### src/rtl/vga_pkg.sv
// Shared VGA timing constants and the count type used by the timing generator
// and the colour bit generators.
package vga_pkg;

  localparam int CNT_W   = 10;
  localparam int CNT_MAX = 1 << CNT_W;

  typedef logic [CNT_W-1:0] count_t;

  localparam int DEF_CLK_DIV  = 2;
  localparam int DEF_H_SYNC   = 96;
  localparam int DEF_H_BACK   = 48;
  localparam int DEF_H_ACTIVE = 640;
  localparam int DEF_H_FRONT  = 16;
  localparam int DEF_V_SYNC   = 2;
  localparam int DEF_V_BACK   = 33;
  localparam int DEF_V_ACTIVE = 480;
  localparam int DEF_V_FRONT  = 10;

  localparam int H_TOTAL     = DEF_H_SYNC + DEF_H_BACK + DEF_H_ACTIVE + DEF_H_FRONT;
  localparam int V_TOTAL     = DEF_V_SYNC + DEF_V_BACK + DEF_V_ACTIVE + DEF_V_FRONT;
  localparam int H_ACT_START = DEF_H_SYNC + DEF_H_BACK;
  localparam int H_ACT_END   = H_ACT_START + DEF_H_ACTIVE;
  localparam int V_ACT_START = DEF_V_SYNC + DEF_V_BACK;
  localparam int V_ACT_END   = V_ACT_START + DEF_V_ACTIVE;

  // Half-open range test done in int so an end bound of 1024 still works.
  function automatic logic in_range(input count_t c, input int lo, input int hi);
    return (int'(c) >= lo) && (int'(c) < hi);
  endfunction

endpackage

### src/rtl/pixel_tick_gen.sv
// Divides the system clock to the pixel rate: o_tick is the combinational
// last-count flag, o_pix_en its registered one-clk pulse.
module pixel_tick_gen #(
  parameter int CLK_DIV = 2
) (
  input  logic i_clk,
  input  logic i_rst_n,
  output logic o_tick,
  output logic o_pix_en
);

  localparam int DW = (CLK_DIV > 1) ? $clog2(CLK_DIV) : 1;
  localparam logic [DW-1:0] LAST = DW'(CLK_DIV - 1);

  generate
    if (CLK_DIV < 1 || CLK_DIV > 16) begin : g_bad_div
      $error("pixel_tick_gen: CLK_DIV must be in 1..16");
    end
  endgenerate

  logic [DW-1:0] r_div_cnt;
  logic          r_pix_en;

  assign o_tick   = (r_div_cnt == LAST);
  assign o_pix_en = r_pix_en;

  always_ff @(posedge i_clk or negedge i_rst_n) begin
    if (!i_rst_n) begin
      r_div_cnt <= '0;
      r_pix_en  <= 1'b0;
    end else begin
      r_div_cnt <= o_tick ? '0 : r_div_cnt + 1'b1;
      r_pix_en  <= o_tick;
    end
  end

endmodule

### src/rtl/vga_timing_ctrl.sv
// 640x480@60 raster timing: pixel-rate counters plus registered sync/bright
// decode taken from next-state counts so every output lines up with hcount/vcount.
module vga_timing_ctrl
  import vga_pkg::*;
#(
  parameter int CLK_DIV  = DEF_CLK_DIV,
  parameter int H_SYNC   = DEF_H_SYNC,
  parameter int H_BACK   = DEF_H_BACK,
  parameter int H_ACTIVE = DEF_H_ACTIVE,
  parameter int H_FRONT  = DEF_H_FRONT,
  parameter int V_SYNC   = DEF_V_SYNC,
  parameter int V_BACK   = DEF_V_BACK,
  parameter int V_ACTIVE = DEF_V_ACTIVE,
  parameter int V_FRONT  = DEF_V_FRONT
) (
  input  logic   i_clk,
  input  logic   i_rst_n,
  output logic   o_pix_en,
  output count_t o_hcount,
  output count_t o_vcount,
  output logic   o_hsync,
  output logic   o_vsync,
  output logic   o_bright,
  output logic   o_frame_start
);

  localparam int HT   = H_SYNC + H_BACK + H_ACTIVE + H_FRONT;
  localparam int VT   = V_SYNC + V_BACK + V_ACTIVE + V_FRONT;
  localparam int HA_S = H_SYNC + H_BACK;
  localparam int HA_E = HA_S + H_ACTIVE;
  localparam int VA_S = V_SYNC + V_BACK;
  localparam int VA_E = VA_S + V_ACTIVE;
  localparam count_t H_LAST = count_t'(HT - 1);
  localparam count_t V_LAST = count_t'(VT - 1);

  generate
    if (HT > CNT_MAX || VT > CNT_MAX) begin : g_bad_total
      $error("vga_timing_ctrl: segment sums must not exceed 1024");
    end
  endgenerate

  logic   w_tick, w_pix_en;
  logic   w_h_wrap, w_v_wrap;
  count_t w_h_nxt, w_v_nxt;
  count_t r_hcount, r_vcount;
  logic   r_hsync, r_vsync, r_bright, r_frame_start, r_first;

  pixel_tick_gen #(.CLK_DIV(CLK_DIV)) u_tick (
    .i_clk    (i_clk),
    .i_rst_n  (i_rst_n),
    .o_tick   (w_tick),
    .o_pix_en (w_pix_en)
  );

  always_comb begin
    w_h_wrap = (r_hcount == H_LAST);
    w_v_wrap = (r_vcount == V_LAST);
    w_h_nxt  = r_hcount;
    w_v_nxt  = r_vcount;
    if (w_pix_en) begin
      w_h_nxt = w_h_wrap ? '0 : r_hcount + 1'b1;
      if (w_h_wrap) w_v_nxt = w_v_wrap ? '0 : r_vcount + 1'b1;
    end
  end

  // r_first marks the frame that starts at reset, announced with the first pix_en.
  always_ff @(posedge i_clk or negedge i_rst_n) begin
    if (!i_rst_n) begin
      r_hcount      <= '0;
      r_vcount      <= '0;
      r_hsync       <= 1'b0;
      r_vsync       <= 1'b0;
      r_bright      <= 1'b0;
      r_frame_start <= 1'b0;
      r_first       <= 1'b1;
    end else begin
      r_hcount      <= w_h_nxt;
      r_vcount      <= w_v_nxt;
      r_hsync       <= !in_range(w_h_nxt, 0, H_SYNC);
      r_vsync       <= !in_range(w_v_nxt, 0, V_SYNC);
      r_bright      <= in_range(w_h_nxt, HA_S, HA_E) && in_range(w_v_nxt, VA_S, VA_E);
      r_frame_start <= (w_tick && r_first) || (w_pix_en && w_h_wrap && w_v_wrap);
      if (w_tick) r_first <= 1'b0;
    end
  end

  assign o_pix_en      = w_pix_en;
  assign o_hcount      = r_hcount;
  assign o_vcount      = r_vcount;
  assign o_hsync       = r_hsync;
  assign o_vsync       = r_vsync;
  assign o_bright      = r_bright;
  assign o_frame_start = r_frame_start;

endmodule
### config.mk
export PLATFORM = sky130hd
export DESIGN_NAME = vga_timing_ctrl
export DESIGN_NICKNAME = d
export VERILOG_FILES = /design/src/rtl/vga_pkg.sv /design/src/rtl/pixel_tick_gen.sv /design/src/rtl/vga_timing_ctrl.sv
export SDC_FILE = /design/constraint.sdc
export NUM_CORES = 1
export LEC_CHECK = 0
export ABC_AREA = 0
export BUFFER_PORTS_ARGS = -buffer_cell sky130_fd_sc_hd__buf_4
export CELL_PAD_IN_SITES_DETAIL_PLACEMENT = 1
export CELL_PAD_IN_SITES_GLOBAL_PLACEMENT = 2
export CORE_MARGIN = 8
export CORE_UTILIZATION = 35
export CTS_BUF_LIST = sky130_fd_sc_hd__clkbuf_4 sky130_fd_sc_hd__clkbuf_8
export CTS_CLUSTER_DIAMETER = 150
export DETAILED_ROUTE_END_ITERATION = 7
export PLACE_DENSITY = 0.91
export RECOVER_POWER = 25
export SLEW_MARGIN = 20
export SYNTH_ARGS = -nofsm -noshare
export SYNTH_HDL_FRONTEND = slang
export SYNTH_SLANG_ARGS = --single-unit
export TNS_END_PERCENT = 20
### constraint.sdc
create_clock -name i_clk -period 3.1 [get_ports i_clk]
set_input_delay 0.93 -clock i_clk [delete_from_list [all_inputs] [get_ports i_clk]]
set_output_delay 0.93 -clock i_clk [all_outputs]
set_load 0.005 [all_outputs]
==> results of run 1 <==
==> per-layer routing <==
metal	track usage (%)	share of wire, %	up-vias
li1	-	-	557
met1	14.5	44	573
met2	21.5	51	19
met3	2.14	3.5	6
met4	5.37	1.6	0
met5	0	0	-
==> cell families (layout without fill, tap and decap cells) <==
family | count (synthesis) | after routing | synth area share (%)
AND/OR/NAND/NOR | 61 | 61 | 26.2
flip-flops | 27 | 27 | 48.1
XOR/XNOR | 12 | 12 | 7.47
AO/OA/AOI/OAI | 20 | 20 | 10.2
adder cells (fa/ha/maj) | 3 | 3 | 2.67
multiplexers | 1 | 1 | 0.712
buffers and inverters | 17 | 47 | 4.63
==> final timing paths <==
kind | cells after the start | from | endpoint
min reg2reg | 0 | u_tick.o_tick | u_tick.o_pix_en
min in group asynchronous | 1 | i_rst_n | o_vcount[4]
min | 0 | u_tick.o_tick | u_tick.o_pix_en
max in group asynchronous | 1 | i_rst_n | o_hcount[0]
max reg2reg | 8 | o_hcount[5] | o_bright
max | 8 | o_hcount[5] | o_bright
==> critical path, cell delays in order (launching register included) <==
cell and delay (ns):
sky130_fd_sc_hd__dfrtp_1 0.44, sky130_fd_sc_hd__or4b_4 0.60, sky130_fd_sc_hd__nor3_1 0.30, sky130_fd_sc_hd__buf_4 0.21, sky130_fd_sc_hd__a31oi_1 0.13, sky130_fd_sc_hd__nor3_2 0.20, sky130_fd_sc_hd__nand2_1 0.08, sky130_fd_sc_hd__or4_1 0.51
sky130_fd_sc_hd__a221oi_2 0.24
==> flip-flops by register name, summed over array words and instances, names as in the netlist <==
signal and count:
o_hsync 1, o_bright 1, u_tick.o_tick 1, r_first 1, o_frame_start 1, o_hcount 10, o_vcount 10, o_vsync 1
u_tick.o_pix_en 1
==> cell type report <==
| cell class | instances | area, µm² | area share [%] |
|---|---|---|---|
| clock buffer | 3 | 41.3 | 2.41 |
| inverter | 15 | 56.3 | 3.29 |
| timing repair buffer | 28 | 206 | 12.1 |
| sequential | 27 | 677 | 39.5 |
| tap | 50 | 62.6 | 3.65 |
| multi-input combinational | 97 | 664 | 38.8 |
| clock inverter | 1 | 5.00 | 0.292 |
==> power groups by stage <==
stage	clock network [µW]	registers, µW	logic [µW]
floorplan	0	359	0.000331
global route	234	352	8.68
detailed placement	0	359	8.37
CTS	215	352	8.25
finish	206	352	6.88
global placement	0	359	7.96
==> through the flow <==
stage                     cell area (µm²)  std cells  total power, µW  worst slack [ns]
after CTS                            1720        221              575             0.273
after global routing                 1710        221              594             0.156
after detailed placement             1670        217              367             0.304
after global placement               1670        217              367             0.446
after floorplan                      1410        141              359             0.534
final                                1710        221              565             0.296
==> placed cells by master (no fill, tap or decap), drive strengths merged, types with 2 or more instances in the layout <==
master / Yosys / routed
xnor2: 5 / 5
and2: 3 / 3
o31ai: 2 / 2
o21ai: 6 / 6
o211ai: 2 / 2
and3: 4 / 4
ha: 3 / 3
nor3: 5 / 5
nand3: 11 / 11
nor2: 9 / 9
dfrtp: 26 / 26
inv: 15 / 15
nand4: 3 / 3
buf: 1 / 27
xor2: 7 / 7
or4b: 2 / 2
nor4: 2 / 2
nand3b: 2 / 2
clkbuf: 1 / 4
a41oi: 2 / 2
nand2: 11 / 11
==> impl_metrics.py, run 1 <==
metrics = {
    "grt": {
        "grt_max_degree": 28,
        "number_of_antenna_violations_at_the_first_check_in_global_routing": 0,
        "first_global_vias": 1244,
        "gr-usage-all-layers_pct": 12.3,
        "grt_pass1_wl_um": 6200,
        "overflow": 0,
    },
    "synth": {
        "synth.yosys.warnings": 0,
        "postSynthNetCount": 146,
        "ys_types": 43,
        "async_reset_ff_share_pct": 100,
        "netlist.area_leader.share_pct": 46.3,
        "synth-seq-area-share_pct": 48.1,
        "number_of_flops_mapped_to_enable_cells_by_yosys": 0,
        "synth_top_area_cell": "sky130_fd_sc_hd__dfrtp_1",
        "netlist_top_cells_area": "sky130_fd_sc_hd__dfrtp_1 46%, sky130_fd_sc_hd__xor2_1 4.4%, sky130_fd_sc_hd__inv_1 4.0%, sky130_fd_sc_hd__nand3_1 3.9%, sky130_fd_sc_hd__xnor2_1 3.1%",
        "syn_area_um2": 1410,
        "postSynthRegisterBits": 27,
        "dominantRegCellSynth": "sky130_fd_sc_hd__dfrtp_1",
        "synthMostInstantiatedCell": "sky130_fd_sc_hd__dfrtp_1",
        "syn_inst": 141,
        "synth.cells.most_frequent": "26 x sky130_fd_sc_hd__dfrtp_1, 15 x sky130_fd_sc_hd__inv_1, 11 x sky130_fd_sc_hd__nand2_1, 11 x sky130_fd_sc_hd__nand3_1, 9 x sky130_fd_sc_hd__nor2_1",
        "synthesis.area_per_instance_um2": 9.97,
    },
    "worst_setup_path": {
        "r2r_slack_ns": 0.30,
        "critical_path_arrival_ns": 2.99,
        "worst-path-max-fanout": 7,
        "crit_required_ns": 3.29,
        "cp-end-kind": "register",
        "setup.worst_path.class": "register to register",
        "critPathLaunchType": "register",
    },
    "die": {
        "boundaryPins": 27,
        "core-area_um2": 3940,
        "rows": 23,
        "die_h_um": 79.4,
        "starting_utilization_of_the_core_area_pct": 35.7,
        "fp.dieArea_um2": 6300,
        "die_x_um": 79.4,
    },
    "sta": {
        "setup_viol_count_final": 0,
        "worst_slew_margin_rel_pct": 2.93,
        "fin_worst_skew_ns": 0.00532,
        "setup_total_negative_slack_ns": 0,
        "finalHoldViolations": 0,
        "timing.fmax_ghz": 0.357,
        "period_needed_ns": 2.80,
        "timing.final.max_slew_violations": 0,
        "unrepaired_setup_endpoints_after_global_routing": "no",
        "tightest_slew_ns": 1.46,
        "fin_crit_sh_pct": 90.5,
        "hold_ws_ns": 0.437,
    },
    "final_layout": {
        "postLayoutCoreUtil_pct": 43.4,
        "layout.nets": 177,
        "diodes": 0,
        "post_route_cells_drive_above_1_share_pct": 23.4,
        "area_delta_synth_final_pct": 21.8,
        "num-fill-cells": 452,
    },
    "route": {
        "via_per_inst": 5.23,
        "wl_um": 3680,
        "drt-wirelength-per-cell_um": 16.6,
        "postRouteAntennaNets": 0,
        "drc": 0,
        "detailedRoute.firstPassIterationCount": 4,
        "drt_iter0_markers": 34,
        "total_vias_in_the_final_route": 1155,
    },
    "pwr": {
        "power_per_cell_area_nw_per_um2": 330,
        "power.switching_uw": 122,
        "internal-power_uw": 442,
        "share_seq_of_total_power_pct": 62.3,
        "share_clk_of_total_power_pct": 36.5,
        "combinationalPowerShare_pct": 1.2,
        "netSwitchingFraction_pct": 21.7,
        "static_leakage_uw": 0.000855,
        "vdd_ir_drop_max_uv": 193,
    },
    "cts": {
        "cts-hold-fix-buffers": 0,
        "ctsHtreeMaxLevel": 1,
        "clk-insertion-delay-late_ns": 0.28,
        "clk_pin_slew_worst_paths_ns": 0.10,
        "cts_max_path_buffers": 2,
        "cts.sink_count": 27,
        "tritoncts": "yes",
        "tritoncts.num_buffers": 3,
        "ctsRootBufferMaster": "sky130_fd_sc_hd__clkbuf_8",
        "post_cts_resize_count": 0,
        "postCtsSetupRepairBufs": 0,
    },
    "placement": {
        "dp_hpwl_um": 2910,
        "rd_place_congestion": 0.819,
        "portBuffers": 26,
    },
    "outcome": {
        "status": "finished clean",
    },
    "flow_run": {
        "max_cap_viol_count": 0,
    },
    "min_path": {
        "hold_path.class": "register to register",
    },
}
Note: power is estimated with default switching activity, not from simulation.
==> inputs of run 2 (changes only) <==
--- a/config.mk
+++ b/config.mk
@@ -9,7 +9,6 @@
 export BUFFER_PORTS_ARGS = -buffer_cell sky130_fd_sc_hd__buf_4
 export CELL_PAD_IN_SITES_DETAIL_PLACEMENT = 1
 export CELL_PAD_IN_SITES_GLOBAL_PLACEMENT = 2
-export CORE_MARGIN = 8
 export CORE_UTILIZATION = 35
 export CTS_BUF_LIST = sky130_fd_sc_hd__clkbuf_4 sky130_fd_sc_hd__clkbuf_8
 export CTS_CLUSTER_DIAMETER = 150
@@ -20,4 +19,4 @@
 export SYNTH_ARGS = -nofsm -noshare
 export SYNTH_HDL_FRONTEND = slang
 export SYNTH_SLANG_ARGS = --single-unit
-export TNS_END_PERCENT = 20
+export TNS_END_PERCENT = 100
==> impl_metrics.py, run 2 (synthesized netlist as in run 1, its figures left out) <==
metrics = {
    "worst_setup_path": {
        "timing.critical_path.depth": 8,
        "timing.reg2reg.worst_path_depth": 8,
        "worstReg2RegEnd": "o_bright",
        "worst-path-max-fanout": 6,
        "r2r_slack_ns": 0.35,
        "slowest_delay_ns": 0.49,
        "crit_path_top_delay_cell": "sky130_fd_sc_hd__or4_1",
        "worstPathBufferInverterCount": 1,
        "worstSetupStartpoint": "o_vcount[0]",
        "r2r_start": "o_vcount[0]",
        "setup.worst_path.class": "register to register",
        "crit_required_ns": 3.28,
        "crit_chain": "inv_1 > ha_1 > or2b_2 > or3_1 > a32oi_1 > nand2_1 > or4_1 > a221oi_2",
        "cp-end-kind": "register",
        "critical_path_arrival_ns": 2.93,
        "critPathLaunchType": "register",
        "timing_endpoint_of_the_critical_path": "o_bright",
        "critical-path-top-delay-family": "simple AND/OR/NAND/NOR gates",
    },
    "sta": {
        "post-route-worst-setup-slack_ns": 0.350,
        "timing.final.max_slew_violations": 0,
        "worst_slew_margin_rel_pct": 1.61,
        "setup_viol_count_final": 0,
        "unrepaired_setup_endpoints_after_global_routing": "no",
        "period_needed_ns": 2.75,
        "tightest_slew_ns": 1.48,
        "timing.fmax_ghz": 0.364,
        "fin_worst_skew_ns": 0.00203,
        "setup_total_negative_slack_ns": 0,
        "finalHoldViolations": 0,
        "fin_crit_sh_pct": 88.7,
    },
    "grt": {
        "first_global_vias": 1238,
        "grt_max_degree": 28,
        "number_of_antenna_violations_at_the_first_check_in_global_routing": 0,
        "overflow": 0,
        "grt_pass1_wl_um": 6030,
        "gr-usage-all-layers_pct": 18.7,
    },
    "placement": {
        "placed_cells_incl_taps": 214,
        "placement.setup.worst_slack_ns": 0.370,
        "portBuffers": 26,
        "dp_hpwl_um": 2720,
        "rd_place_congestion": 0.854,
    },
    "route": {
        "postRouteAntennaNets": 0,
        "drt_iter0_markers": 34,
        "via_per_inst": 5.33,
        "wl_um": 3530,
        "drt-wirelength-per-cell_um": 16.2,
        "total_vias_in_the_final_route": 1163,
        "drc": 0,
        "detailedRoute.firstPassIterationCount": 4,
    },
    "pwr": {
        "power_per_cell_area_nw_per_um2": 335,
        "finalPower_uw": 571,
        "vdd_ir_drop_max_uv": 180,
        "static_leakage_uw": 0.000850,
    },
    "cts": {
        "cts.sink_count": 27,
        "cts_max_path_buffers": 2,
        "clk-insertion-delay-late_ns": 0.27,
        "ctsRootBufferMaster": "sky130_fd_sc_hd__clkbuf_8",
        "postCtsSetupRepairBufs": 0,
        "cts-hold-fix-buffers": 0,
        "tritoncts.num_buffers": 3,
        "tritoncts": "yes",
        "clk_pin_slew_worst_paths_ns": 0.10,
        "post_cts_resize_count": 0,
        "ctsHtreeMaxLevel": 1,
    },
    "final_layout": {
        "num-fill-cells": 462,
        "postLayoutCoreUtil_pct": 45.6,
        "post_route_cells_drive_above_1_share_pct": 22.9,
        "layoutNonFillerInstCount": 218,
        "mostFrequentLayoutCells": "26 x sky130_fd_sc_hd__dfrtp_1, 26 x sky130_fd_sc_hd__buf_4, 15 x sky130_fd_sc_hd__inv_1",
        "layout.nets": 176,
        "diodes": 0,
        "area_delta_synth_final_pct": 21.3,
    },
    "min_path": {
        "hold_path.class": "register to register",
    },
    "outcome": {
        "status": "finished clean",
    },
    "die": {
        "boundaryPins": 27,
        "die_h_um": 65.4,
        "core-area_um2": 3740,
        "fp.dieArea_um2": 4280,
        "rows": 22,
        "starting_utilization_of_the_core_area_pct": 37.6,
        "die_x_um": 65.4,
    },
    "flow_run": {
        "max_cap_viol_count": 0,
    },
}
## run 2: worst min-delay path by stage
| stage | to | cells past startpoint | from | slack, ns |
|---|---|---|---|---|
| 6_report | u_tick.o_pix_en | 0 | u_tick.o_tick | 0.44 |
| 5_1_grt | u_tick.o_pix_en | 0 | u_tick.o_tick | 0.47 |
| 4_1_cts | u_tick.o_pix_en | 0 | u_tick.o_tick | 0.44 |
| 3_5_place_dp | u_tick.o_pix_en | 0 | u_tick.o_tick | 0.42 |
| 3_3_place_gp | u_tick.o_pix_en | 0 | u_tick.o_tick | 0.41 |
| 2_1_floorplan | u_tick.o_pix_en | 0 | u_tick.o_tick | 0.39 |
## run 2: through the flow
| step | hold slack, ns | cell area, µm² |
|---|---|---|
| finish | 0.436 | 1710 |
| detailed placement | 0.419 | 1660 |
| floorplan | 0.395 | 1410 |
| global placement | 0.412 | 1660 |
| CTS | 0.442 | 1710 |
| global route | 0.465 | 1710 |
## run 2: where the power goes
part	leakage [µW]	switching (µW)	internal [µW]	total, µW
logic	0.000465	6.75	0.225	6.97
clock network	0.0000262	111	101	212
registers	0.000359	0	352	352
## run 2: per-layer routing
layer | vias up | global-route usage, % | part of all wire [%]
met1 | 592 | 25.2 | 47
met3 | 2 | 2.08 | 2.2
li1 | 556 | - | -
met4 | 0 | 6.25 | 0.65
met2 | 13 | 31.2 | 50
met5 | - | 0 | 0
## run 2: layout make-up
type                       count  area [µm²]  share of cell area (%)
multi-input combinational     97         664                    39.0
clock buffer                   4        48.8                    2.86
inverter                      15        56.3                    3.30
tap                           48        60.1                    3.52
sequential                    27         677                    39.7
timing repair buffer          27         199                    11.7
## run 2: worst register-to-register path, delay by kind of cell, from the launching register on
| kind | cells | cell delay [ns] |
|---|---|---|
| and+or+nand+nor | 4 | 1.34 |
| AOI/OAI and AO/OA | 2 | 0.54 |
| DFF | 1 | 0.47 |
| adders and majority gates | 1 | 0.16 |
| buffers and inverters | 1 | 0.15 |
==> inputs of run 3 (changes only) <==
--- a/config.mk
+++ b/config.mk
@@ -13,10 +13,12 @@
 export CTS_BUF_LIST = sky130_fd_sc_hd__clkbuf_4 sky130_fd_sc_hd__clkbuf_8
 export CTS_CLUSTER_DIAMETER = 150
 export DETAILED_ROUTE_END_ITERATION = 7
-export PLACE_DENSITY = 0.91
+export PLACE_DENSITY = 0.9
 export RECOVER_POWER = 25
+export REMOVE_ABC_BUFFERS = 1
 export SLEW_MARGIN = 20
 export SYNTH_ARGS = -nofsm -noshare
 export SYNTH_HDL_FRONTEND = slang
+export SYNTH_HIERARCHICAL = 1
 export SYNTH_SLANG_ARGS = --single-unit
 export TNS_END_PERCENT = 100
==> impl_metrics.py, run 3 <==
metrics = {
    "outcome": {
        "status": "finished clean",
    },
    "synth": {
        "synthesis.area_per_instance_um2": 10.3,
        "dominantRegCellSynth": "sky130_fd_sc_hd__dfrtp_1",
        "syn_inst": 133,
        "synthMostInstantiatedCell": "sky130_fd_sc_hd__dfrtp_1",
        "postSynthRegisterBits": 27,
        "number_of_flops_mapped_to_enable_cells_by_yosys": 0,
        "synth_top_area_cell": "sky130_fd_sc_hd__dfrtp_1",
        "synth-seq-area-share_pct": 49.5,
        "async_reset_ff_share_pct": 100,
        "netlist_top_cells_area": "sky130_fd_sc_hd__dfrtp_1 48%, sky130_fd_sc_hd__xnor2_1 5.1%, sky130_fd_sc_hd__ha_1 2.7%, sky130_fd_sc_hd__nand2_1 2.7%, sky130_fd_sc_hd__nand4_1 2.7%",
        "synth.cells.most_frequent": "26 x sky130_fd_sc_hd__dfrtp_1, 10 x sky130_fd_sc_hd__nand2_1, 9 x sky130_fd_sc_hd__inv_1, 9 x sky130_fd_sc_hd__nor2_1, 8 x sky130_fd_sc_hd__xnor2_1",
        "netlist.area_leader.share_pct": 47.6,
        "synth.yosys.warnings": 6,
        "ys_types": 42,
        "syn_area_um2": 1370,
    },
    "route": {
        "detailedRoute.firstPassIterationCount": 4,
        "postRouteAntennaNets": 0,
        "total_vias_in_the_final_route": 1134,
        "drt-wirelength-per-cell_um": 16.0,
        "wl_um": 3350,
        "drt_iter0_markers": 40,
        "drc": 0,
        "via_per_inst": 5.40,
    },
    "flow_run": {
        "max_cap_viol_count": 0,
    },
    "grt": {
        "overflow": 0,
        "gr-usage-all-layers_pct": 17.6,
        "first_global_vias": 1168,
        "grt_pass1_wl_um": 5480,
        "number_of_antenna_violations_at_the_first_check_in_global_routing": 0,
        "grt_max_degree": 28,
    },
    "worst_setup_path": {
        "setup.worst_path.class": "register to register",
        "cp-end-kind": "register",
        "crit_required_ns": 3.30,
        "worst-path-max-fanout": 11,
        "critPathLaunchType": "register",
        "critical_path_arrival_ns": 2.75,
    },
    "cts": {
        "clk-insertion-delay-late_ns": 0.27,
        "cts-hold-fix-buffers": 0,
        "tritoncts": "yes",
        "clk_pin_slew_worst_paths_ns": 0.09,
        "postCtsSetupRepairBufs": 0,
        "post_cts_resize_count": 0,
        "tritoncts.num_buffers": 3,
        "cts_max_path_buffers": 2,
        "ctsHtreeMaxLevel": 1,
        "cts.sink_count": 27,
        "ctsRootBufferMaster": "sky130_fd_sc_hd__clkbuf_8",
    },
    "pwr": {
        "power_per_cell_area_nw_per_um2": 339,
        "combinationalPowerShare_pct": 1.2,
        "share_clk_of_total_power_pct": 36.1,
        "static_leakage_uw": 0.000793,
        "netSwitchingFraction_pct": 21.3,
        "internal-power_uw": 442,
        "power.switching_uw": 120,
        "share_seq_of_total_power_pct": 62.6,
        "vdd_ir_drop_max_uv": 136,
    },
    "sta": {
        "finalHoldViolations": 0,
        "fin_worst_skew_ns": 0.00146,
        "period_needed_ns": 2.55,
        "timing.fmax_ghz": 0.393,
        "timing.final.max_slew_violations": 0,
        "worst_slew_margin_rel_pct": 1.28,
        "setup_viol_count_final": 0,
        "fin_crit_sh_pct": 82.1,
        "tightest_slew_ns": 1.48,
        "unrepaired_setup_endpoints_after_global_routing": "no",
        "setup_total_negative_slack_ns": 0,
    },
    "placement": {
        "portBuffers": 26,
        "dp_hpwl_um": 2590,
        "rd_place_congestion": 0.801,
        "placement.cell_area_um2": 1610,
        "placed_cells_incl_taps": 206,
    },
    "final_layout": {
        "post_route_cells_drive_above_1_share_pct": 23.5,
        "mostFrequentLayoutCells": "26 x sky130_fd_sc_hd__dfrtp_1, 25 x sky130_fd_sc_hd__buf_4, 10 x sky130_fd_sc_hd__nand2_1",
        "layoutNonFillerInstCount": 210,
        "stdcell_area_um2": 1660,
        "area_delta_synth_final_pct": 21.2,
        "num-fill-cells": 438,
        "postLayoutCoreUtil_pct": 44.6,
        "most_common_cell_after_layout_fill_and_taps_aside": "sky130_fd_sc_hd__dfrtp_1",
        "layout.nets": 168,
        "diodes": 0,
    },
    "die": {
        "boundaryPins": 27,
        "die_x_um": 64.5,
        "core-area_um2": 3720,
        "starting_utilization_of_the_core_area_pct": 36.8,
        "fp.dieArea_um2": 4160,
        "rows": 22,
        "die_h_um": 64.5,
    },
    "min_path": {
        "hold_path.class": "register to register",
    },
}
run 3: changes by cell type in the layout (fill, tap and decap cells not counted), moves of 4 or more:
cell	delta
sky130_fd_sc_hd__inv_1	-6
sky130_fd_sc_hd__o21ai_0	-4
sky130_fd_sc_hd__nand3_1	-4
sky130_fd_sc_hd__xor2_1	-4
run 3: kinds of logic (layout without fill, tap and decap cells):
| family | after synthesis | count (layout) | share of synthesized area [%] |
|---|---|---|---|
| fa+ha+maj | 3 | 3 | 2.75 |
| xor+xnor | 11 | 11 | 7.05 |
| mux | 1 | 1 | 0.733 |
| buf+inv | 10 | 39 | 3.02 |
| flops | 27 | 27 | 49.5 |
| compound gates | 21 | 21 | 10.6 |
| simple gates | 60 | 60 | 26.3 |
run 3: per-stage QoR:
stage	setup slack (ns)	hold slack [ns]	total power, µW
floorplan	0.841	0.395	359
global placement	0.724	0.406	367
detailed placement	0.574	0.436	367
CTS	0.557	0.458	570
global route	0.399	0.479	581
finish	0.555	0.450	562
run 3: per-layer routing:
layer  part of all wire (%)  GRT usage (%)  vias to the layer above
met2                     53           33.4                       29
met5                      0              0                        -
met1                     42           19.8                      564
li1                       -              -                      537
met4                   0.92           6.11                        0
met3                    4.0           2.46                        4
run 3: cell type report:
class	instances	area [µm²]	share of cell area, %
clock buffers	3	41.3	2.49
clock inverters	1	5.00	0.302
inverters	9	33.8	2.04
multi-input cells	96	648	39.1
flip-flops and latches	27	677	40.9
well taps	48	60.1	3.63
repair buffers	26	191	11.6
run 3: worst paths after layout:
| path | startpoint | end | slack [ns] | cells past startpoint |
|---|---|---|---|---|
| worst max-delay path | o_hcount[0] | o_bright | 0.55 | 8 |
| worst min-delay path | u_tick/o_tick | u_tick/o_pix_en | 0.45 | 0 |
| worst max register to register | o_hcount[0] | o_bright | 0.55 | 8 |
| worst min register to register | u_tick/o_tick | u_tick/o_pix_en | 0.45 | 0 |
| max in group asynchronous | i_rst_n | o_hsync | 1.25 | 1 |
| min in group asynchronous | i_rst_n | o_hcount[1] | 0.99 | 1 |
run 3: power by group through the flow:
stage / clock, µW / combinational, µW / sequential (µW)
CTS: 210 / 8.46 / 352
global placement: 0 / 7.83 / 359
detailed placement: 0 / 8.39 / 359
global route: 220 / 8.64 / 352
finish: 203 / 6.99 / 352
floorplan: 0 / 0.000273 / 359
run 3: critical path, cell delays in order, from the launching register on:
cell and delay (ns):
sky130_fd_sc_hd__dfrtp_1 0.42, sky130_fd_sc_hd__ha_1 0.21, sky130_fd_sc_hd__and4_2 0.32, sky130_fd_sc_hd__and3_1 0.42, sky130_fd_sc_hd__a31oi_1 0.19, sky130_fd_sc_hd__or3b_1 0.42
sky130_fd_sc_hd__nor3_2 0.21, sky130_fd_sc_hd__nand4_1 0.11, sky130_fd_sc_hd__a31oi_1 0.18
